`src/rtl/pipeline_defs.sv`:
```
// Shared definitions for the RV32IM pipeline stages.
// Fetch FSM encoding, bubble word and PC-source selector.
package pipeline_defs;

    localparam int XLEN = 32;

    localparam logic [XLEN-1:0] NOP_INSTR        = 32'h0000_0013;
    localparam logic [XLEN-1:0] DEFAULT_RESET_PC = 32'h0000_0000;

    typedef enum logic [1:0] {
        FETCH = 2'd0,
        HOLD  = 2'd1,
        DRAIN = 2'd2
    } fetch_state_t;

    typedef enum logic [1:0] {
        PC_KEEP = 2'd0,
        PC_SEQ  = 2'd1,
        PC_TGT  = 2'd2,
        PC_TGTQ = 2'd3
    } pc_sel_t;

    function automatic logic [XLEN-1:0] align_word(
        input logic [XLEN-1:0] addr
    );
        return {addr[XLEN-1:2], 2'b00};
    endfunction

endpackage

```
`src/rtl/if_pc_reg.sv`:
```
// Fetch-stage program counter with next-PC selection.
// Redirect targets are forced to word alignment here.
module if_pc_reg
    import pipeline_defs::*;
#(
    parameter logic [31:0] RESET_PC = DEFAULT_RESET_PC
) (
    input  logic        CLK,
    input  logic        RESET,
    input  pc_sel_t     pc_sel,
    input  logic [31:0] branch_target,
    input  logic [31:0] target_q,
    output logic [31:0] pc,
    output logic [31:0] aligned_target
);

    logic [31:0] pc_next;

    assign aligned_target = align_word(branch_target);

    always_comb begin
        pc_next = pc;
        unique case (pc_sel)
            PC_KEEP: pc_next = pc;
            PC_SEQ:  pc_next = pc + 32'd4;
            PC_TGT:  pc_next = aligned_target;
            PC_TGTQ: pc_next = target_q;
            default: pc_next = pc;
        endcase
    end

    always_ff @(posedge CLK or negedge RESET) begin
        if (!RESET) begin
            pc <= RESET_PC;
        end else begin
            pc <= pc_next;
        end
    end

endmodule

```
`src/rtl/instruction_fetch_unit.sv`:
```
// IF stage: owns the PC, drives the imem handshake and
// presents PC/instruction (or a bubble) to IF/ID.
module instruction_fetch_unit #(
    parameter logic [31:0] RESET_PC  = pipeline_defs::DEFAULT_RESET_PC,
    parameter logic [31:0] NOP_INSTR = pipeline_defs::NOP_INSTR
) (
    input  logic        CLK,
    input  logic        RESET,
    input  logic        PC_SRC_SEL,
    input  logic [31:0] BRANCH_TARGET,
    input  logic        STALL,
    input  logic [31:0] IMEM_READDATA,
    input  logic        IMEM_BUSYWAIT,
    output logic        IMEM_READ,
    output logic [31:0] IMEM_ADDRESS,
    output logic [31:0] OUT_PC,
    output logic [31:0] OUT_INSTRUCTION,
    output logic        FETCH_BUSYWAIT
);

    import pipeline_defs::*;

    fetch_state_t state;
    fetch_state_t state_next;
    pc_sel_t      pc_sel;
    logic [31:0]  pc;
    logic [31:0]  aligned_target;
    logic [31:0]  target_q;
    logic [31:0]  instr_buf;
    logic         buf_load;
    logic         tq_load;

    if_pc_reg #(
        .RESET_PC(RESET_PC)
    ) u_pc_reg (
        .CLK           (CLK),
        .RESET         (RESET),
        .pc_sel        (pc_sel),
        .branch_target (BRANCH_TARGET),
        .target_q      (target_q),
        .pc            (pc),
        .aligned_target(aligned_target)
    );

    always_ff @(posedge CLK or negedge RESET) begin
        if (!RESET) begin
            state     <= FETCH;
            instr_buf <= NOP_INSTR;
            target_q  <= '0;
        end else begin
            state <= state_next;
            if (buf_load) instr_buf <= IMEM_READDATA;
            if (tq_load)  target_q  <= aligned_target;
        end
    end

    always_comb begin
        state_next = state;
        case (state)
            FETCH: begin
                if (PC_SRC_SEL && IMEM_BUSYWAIT)
                    state_next = DRAIN;
                else if (!PC_SRC_SEL && !IMEM_BUSYWAIT && STALL)
                    state_next = HOLD;
            end
            HOLD: begin
                if (PC_SRC_SEL || !STALL)
                    state_next = FETCH;
            end
            DRAIN: begin
                if (!IMEM_BUSYWAIT)
                    state_next = FETCH;
            end
            default: state_next = FETCH;
        endcase
    end

    always_comb begin
        IMEM_READ       = 1'b0;
        IMEM_ADDRESS    = pc;
        OUT_PC          = pc;
        OUT_INSTRUCTION = NOP_INSTR;
        FETCH_BUSYWAIT  = 1'b0;
        pc_sel          = PC_KEEP;
        buf_load        = 1'b0;
        tq_load         = 1'b0;
        case (state)
            FETCH: begin
                IMEM_READ      = 1'b1;
                FETCH_BUSYWAIT = IMEM_BUSYWAIT;
                if (!PC_SRC_SEL) OUT_INSTRUCTION = IMEM_READDATA;
                if (PC_SRC_SEL) begin
                    if (IMEM_BUSYWAIT) tq_load = 1'b1;
                    else               pc_sel  = PC_TGT;
                end else if (!IMEM_BUSYWAIT) begin
                    if (STALL) buf_load = 1'b1;
                    else       pc_sel   = PC_SEQ;
                end
            end
            HOLD: begin
                if (!PC_SRC_SEL) OUT_INSTRUCTION = instr_buf;
                if (PC_SRC_SEL)  pc_sel = PC_TGT;
                else if (!STALL) pc_sel = PC_SEQ;
            end
            DRAIN: begin
                // old address stays on the bus until the read retires
                IMEM_READ      = 1'b1;
                FETCH_BUSYWAIT = 1'b1;
                tq_load        = PC_SRC_SEL;
                if (!IMEM_BUSYWAIT)
                    pc_sel = PC_SRC_SEL ? PC_TGT : PC_TGTQ;
            end
            default: ;
        endcase
        if (!RESET) begin
            IMEM_READ       = 1'b0;
            OUT_INSTRUCTION = NOP_INSTR;
            FETCH_BUSYWAIT  = 1'b0;
        end
    end

endmodule

```
`config.mk`:
```
export PLATFORM = sky130hd
export DESIGN_NAME = instruction_fetch_unit
export DESIGN_NICKNAME = d
export VERILOG_FILES = /design/src/rtl/pipeline_defs.sv /design/src/rtl/if_pc_reg.sv /design/src/rtl/instruction_fetch_unit.sv
export SDC_FILE = /design/constraint.sdc
export NUM_CORES = 1
export LEC_CHECK = 0
export ABC_CLOCK_PERIOD_IN_PS = 7300
export CORE_ASPECT_RATIO = 0.6
export CORE_MARGIN = 3
export CORE_UTILIZATION = 28
export DETAILED_ROUTE_END_ITERATION = 7
export PLACE_DENSITY_LB_ADDON = 0.1
export SLEW_MARGIN = 30
export SYNTH_ARGS = -nofsm -noshare
export SYNTH_HDL_FRONTEND = slang
export SYNTH_SLANG_ARGS = --single-unit
export TNS_END_PERCENT = 50
```
`constraint.sdc`:
```
create_clock -name CLK -period 7.3 [get_ports CLK]
set_clock_uncertainty 0.15 [all_clocks]
set_input_delay 1.46 -clock CLK [delete_from_list [all_inputs] [get_ports CLK]]
set_output_delay 1.46 -clock CLK [all_outputs]
set_load 0.01 [all_outputs]
```
Yosys cells after proc, flatten, opt, wreduce, memory -nomap -nowiden

Cells that the tools add are included.

Flip-flop bits (word level): 96
Output and inout port bits: 98
Input port bits: 69
Logic and storage cells: 53

Reduce and logical (&&, ||, !) cells: 11
Add/subtract/negate cells: 1
Equal/unequal tests: 8
Mux-type cells: 29

Operators with widths:

| operator                                                               | number |
|---|---|
| 32-bit 2-to-1 mux                                                      | 3 |
| 32-bit one-hot mux with 3 select lines                                 | 1 |
| 32-bit one-hot mux with 2 select lines                                 | 1 |
| 32-bit by 3-bit adder with 32-bit output (second input constant)       | 1 |
| 2-bit 2-to-1 mux                                                       | 8 |
| 1-bit 2-to-1 mux                                                       | 12 |
| 2-bit one-hot mux with 3 select lines                                  | 2 |
| 2-bit equality test (second input constant)                            | 3 |
| 2-bit by 1-bit equality test with 1-bit output (second input constant) | 2 |
| 2-bit zero test                                                        | 2 |
| 2-bit inequality test (second input constant)                          | 2 |
| 1-bit one-hot mux with 2 select lines                                  | 2 |
| 1-bit logical AND                                                      | 3 |
| 1-bit zero test                                                        | 3 |
| 3-bit inequality test (second input constant)                          | 1 |
| 3-bit AND reduction                                                    | 1 |
| 2-bit OR reduction                                                     | 1 |
| 1-bit logical OR                                                       | 1 |

Longest topological paths before layout

Word-level depth: 6
Depth in mapped cells: 8

Cells and area by module

A second synthesis with hierarchy kept.

Cells, all modules: 547
Area, all modules: 5888.1 um^2

Modules (own cells, without submodules):

| module                 | area each (um^2) | sequential area each (um^2) | cells an instance | times used |
|---|---|---|---|---|
| instruction_fetch_unit | 3387.0           | 1655.3                      | 255               | 1 |
| if_pc_reg              | 2501.1           | 800.8                       | 292               | 1 |

Least setup slack after synthesis

OpenSTA, ideal clock, no wires.

Kind: in2out
Start: input PC_SRC_SEL
End: output OUT_INSTRUCTION[21]
Required time: 5.690 ns
Arrival time: 2.452 ns
Slack: 3.238 ns
Buffers on the path: 2
Stages on the path: 5
Cells stage by stage: nor2_1 nand2_1 clkbuf_1 clkbuf_1 nor2_1

Word-level cells in the longest chain between the ends: 3
Elaborated cells on any way between the ends: 4
Those cells by class: 4 x mux

Ends and longest elaborated chain:

| what                                       | RTL line                                                    | source |
|---|---|---|
| from (decl)                                | instruction_fetch_unit.sv:9                                 | `input logic PC_SRC_SEL,` |
| 32-bit 2-to-1 mux (on tied branches)       | instruction_fetch_unit.sv:101, instruction_fetch_unit.sv:91 |  |
| 32-bit one-hot mux with 2 select lines (*) | instruction_fetch_unit.sv:87                                | `case (state)` |
| 32-bit 2-to-1 mux (*)                      | instruction_fetch_unit.sv:115                               | `if (!RESET) begin` |
| to (decl)                                  | instruction_fetch_unit.sv:17                                | `output logic [31:0] OUT_INSTRUCTION,` |

Mark *: on every way between the ends. The rest lies on a longest branch, timed or not.

Worst setup path after layout

Start: input PC_SRC_SEL
End: output OUT_INSTRUCTION[22]

The elaborated chain is that of the path after synthesis.

==> qor.yml <==
root_buffer: "clkbuf_16"
dp.cells: 856
synth_cell_types: 39
finalPower_mw: 1.64
yosys_warnings: 0
dr_wl_met2_um: 6430
ys_seq_area_frac: 0.453
dr.pass1.iters: 4
hold_viol: 0
antennaDiodeCount: 0
drtIter0Drc: 233
power_density_mw_per_mm2: 231
r2r_setup_slack_ps: 4110
tightest_slew_ps: 758
die_h_um: 112
post-route-min-period_ps: 5380
gp_congestion: 0.758
num_vias: 4189
holdBufCountCts: 0
drc: 0
syn2layout_area_growth_pct: 36.2
async_reset_ff_frac: 1.00
layout-drive-gt1-share: 0.155
setup_viol: 0
ctsResizeCount: 0
synthFlopType: "dfrtp_1"
cap_viol_max_count: 0
required_ps: 5690
worstSetupPathType: "input port to output pin"
grt_usage: 0.148
postRouteAntennaNets: 0
overflow: 0
crit_family: "simple AND/OR/NAND/NOR gates"
grt_max_degree: 55
outcome: "complete, no violations"
critPathMaxFanout: 29
cpMaxStageDelayCell: "clkdlybuf4s50_1"
coreArea_mm2: 0.0177
ys_seq_elements: 94
final_cells: 872
setup_tns_ps: 0
antenna_found_initial: 0
dp_hpwl_um: 10500
finalCritPeriodShare: 0.737
grt_first_pass_wirelength_um: 24000
hold_class: "flop to flop"
top_layer: "met4"
clkSinkCount: 94
peakVddDrop_mv: 0.110
relSlewSlack: 0.495
slew_violations: 0
critPathMaxStageDelay_ps: 570
h-tree-depth: 3
path_buf_inv: 2
pin_count: 167
fmax_mhz: 186
rsz0062_at_grt: "false"
synth.avg_cell_area_um2: 10.1
clockBufferDepth: 2
fp.dieW_um: 182
vias_per_cell: 4.80
synth.area.top_cells: "dfrtp_1, mux2_2, mux2i_1, buf_4, nand2_1"
crit_chain: "clkdlybuf4s50_1, nor2_1, nand2_2, nor2_1, clkdlybuf4s50_1"
synth_edf_count: 0
io_buffers: 160
syn_area_mm2: 0.00520
cts_tree: "yes"
wl_met3_um: 639
synthDominantCellAreaShare: 0.438
rows: 37
wl_met1_um: 7740
clk_latency_ps: 330
wl_per_cell_um: 17.1
yosys.area.top_type: "dfrtp_1"
numCtsBuffers: 9
arrival_ps: 3770
p_leak_nw: 2.77
drt_wl_total_um: 14900
fin_nets: 703
design.die.area_mm2: 0.0203
grt_pass1_vias: 4372
post_cts_buffers: 0
postSynthCellCount: 516
clkTransAtPathRegs_ps: 70
cp-start-kind: "input port"
initial_core_util: 0.294
cp-end-kind: "output pin"
==> cell type report <==
cell class              count  area (um^2)
inverters                   2         7.51
repair buffers            167         1650
well taps                 234          293
fillers                  1719        10600
multi-input cells         359         2490
clock buffers              12          256
clock inverters             4         31.3
flip-flops and latches     94         2360
==> worst register-to-register path: cells and delay by family, from the launching register on <==
family,cells,cell delay [ps]
and+or+nand+nor,2,850
DFF,1,820
AOI/OAI and AO/OA,2,580
muxes,1,400
buffers and inverters,1,280
==> power breakdown <==
| part | leakage (nW) | total (mW) | internal, mW | switching, mW |
|---|---|---|---|---|
| sequential | 1.09 | 0.731 | 0.628 | 0.103 |
| combinational | 1.54 | 0.452 | 0.268 | 0.184 |
| clock | 0.131 | 0.457 | 0.251 | 0.207 |
==> final timing paths <==
path,from,endpoint,depth (start not counted)
setup / recovery,PC_SRC_SEL,OUT_INSTRUCTION[22],5
hold reg to reg,target_q[6],target_q[6],1
max in group asynchronous,RESET,instr_buf[30],2
hold / removal,target_q[6],target_q[6],1
min in group asynchronous,RESET,u_pc_reg.pc[4],1
setup reg to reg,state[0],u_pc_reg.pc[29],6
==> kinds of logic (layout without fill, tap and decap cells) <==
| family | count (synthesis) | in the layout | synth area share |
|---|---|---|---|
| and+or+nand+nor | 191 | 191 | 0.180 |
| adders and majority gates | 1 | 1 | 0.00240 |
| DFF | 94 | 94 | 0.453 |
| other | 1 | 4 | 0.000721 |
| buffers and inverters | 66 | 185 | 0.0738 |
| muxes | 99 | 99 | 0.207 |
| AOI/OAI and AO/OA | 42 | 42 | 0.0464 |
| xor gates and xnor gates | 22 | 22 | 0.0370 |
==> through the flow <==
step | setup slack, ps | util | area [um^2] | hold slack, ps
5_1_grt | 1710 | 0.401 | 7090 | 369
6_report | 1920 | 0.401 | 7090 | 354
3_5_place_dp | 1620 | 0.384 | 6800 | 344
3_3_place_gp | 1720 | 0.384 | 6800 | 335
2_1_floorplan | 3240 | - | 5220 | 325
4_1_cts | 1600 | 0.401 | 7090 | 360
==> per-layer routing <==
metal  track usage  vias to the layer above
met5             0                        -
met4        0.0223                        0
met3        0.0304                        7
met2         0.226                      108
met1         0.220                     2070
li1              -                     2004
==> cells in the mapped netlist (3+ instances only) <==
| cell type | instances |
|---|---|
| dfrtp_1 | 91 |
| mux2_2 | 66 |
| nand2_1 | 64 |
| buf_4 | 34 |
| nor2_1 | 34 |
| mux2i_1 | 32 |
| clkbuf_1 | 23 |
| and3_1 | 21 |
| a21oi_1 | 20 |
| nand3_1 | 17 |
| nor3_1 | 11 |
| nor4_1 | 11 |
| xnor2_1 | 11 |
| xor2_1 | 11 |
| nand4_1 | 10 |
| o21ai_0 | 8 |
| a31oi_1 | 6 |
| and4_1 | 5 |
| buf_1 | 5 |
| or3_1 | 5 |
| a21boi_0 | 3 |
| dfstp_2 | 3 |
| nor2b_1 | 3 |
==> registers in the layout, summed over array words and instances (netlist names) <==
register and count:
instr_buf 32, state 2, target_q 30, u_pc_reg.pc 30
==> cells in the final DEF (no fill, tap or decap), drive strengths merged, types with 4 or more instances in the layout <==
cell	n
clkdlybuf4s50	159
dfrtp	91
mux2	67
nand2	64
nor2	34
mux2i	32
and3	21
a21oi	20
nand3	17
clkbuf	12
nor4	11
xnor2	11
xor2	11
nor3	11
nand4	10
o21ai	8
buf	8
a31oi	6
and4	5
or3	5
conb	4
Power figures use the tool's default switching activity.
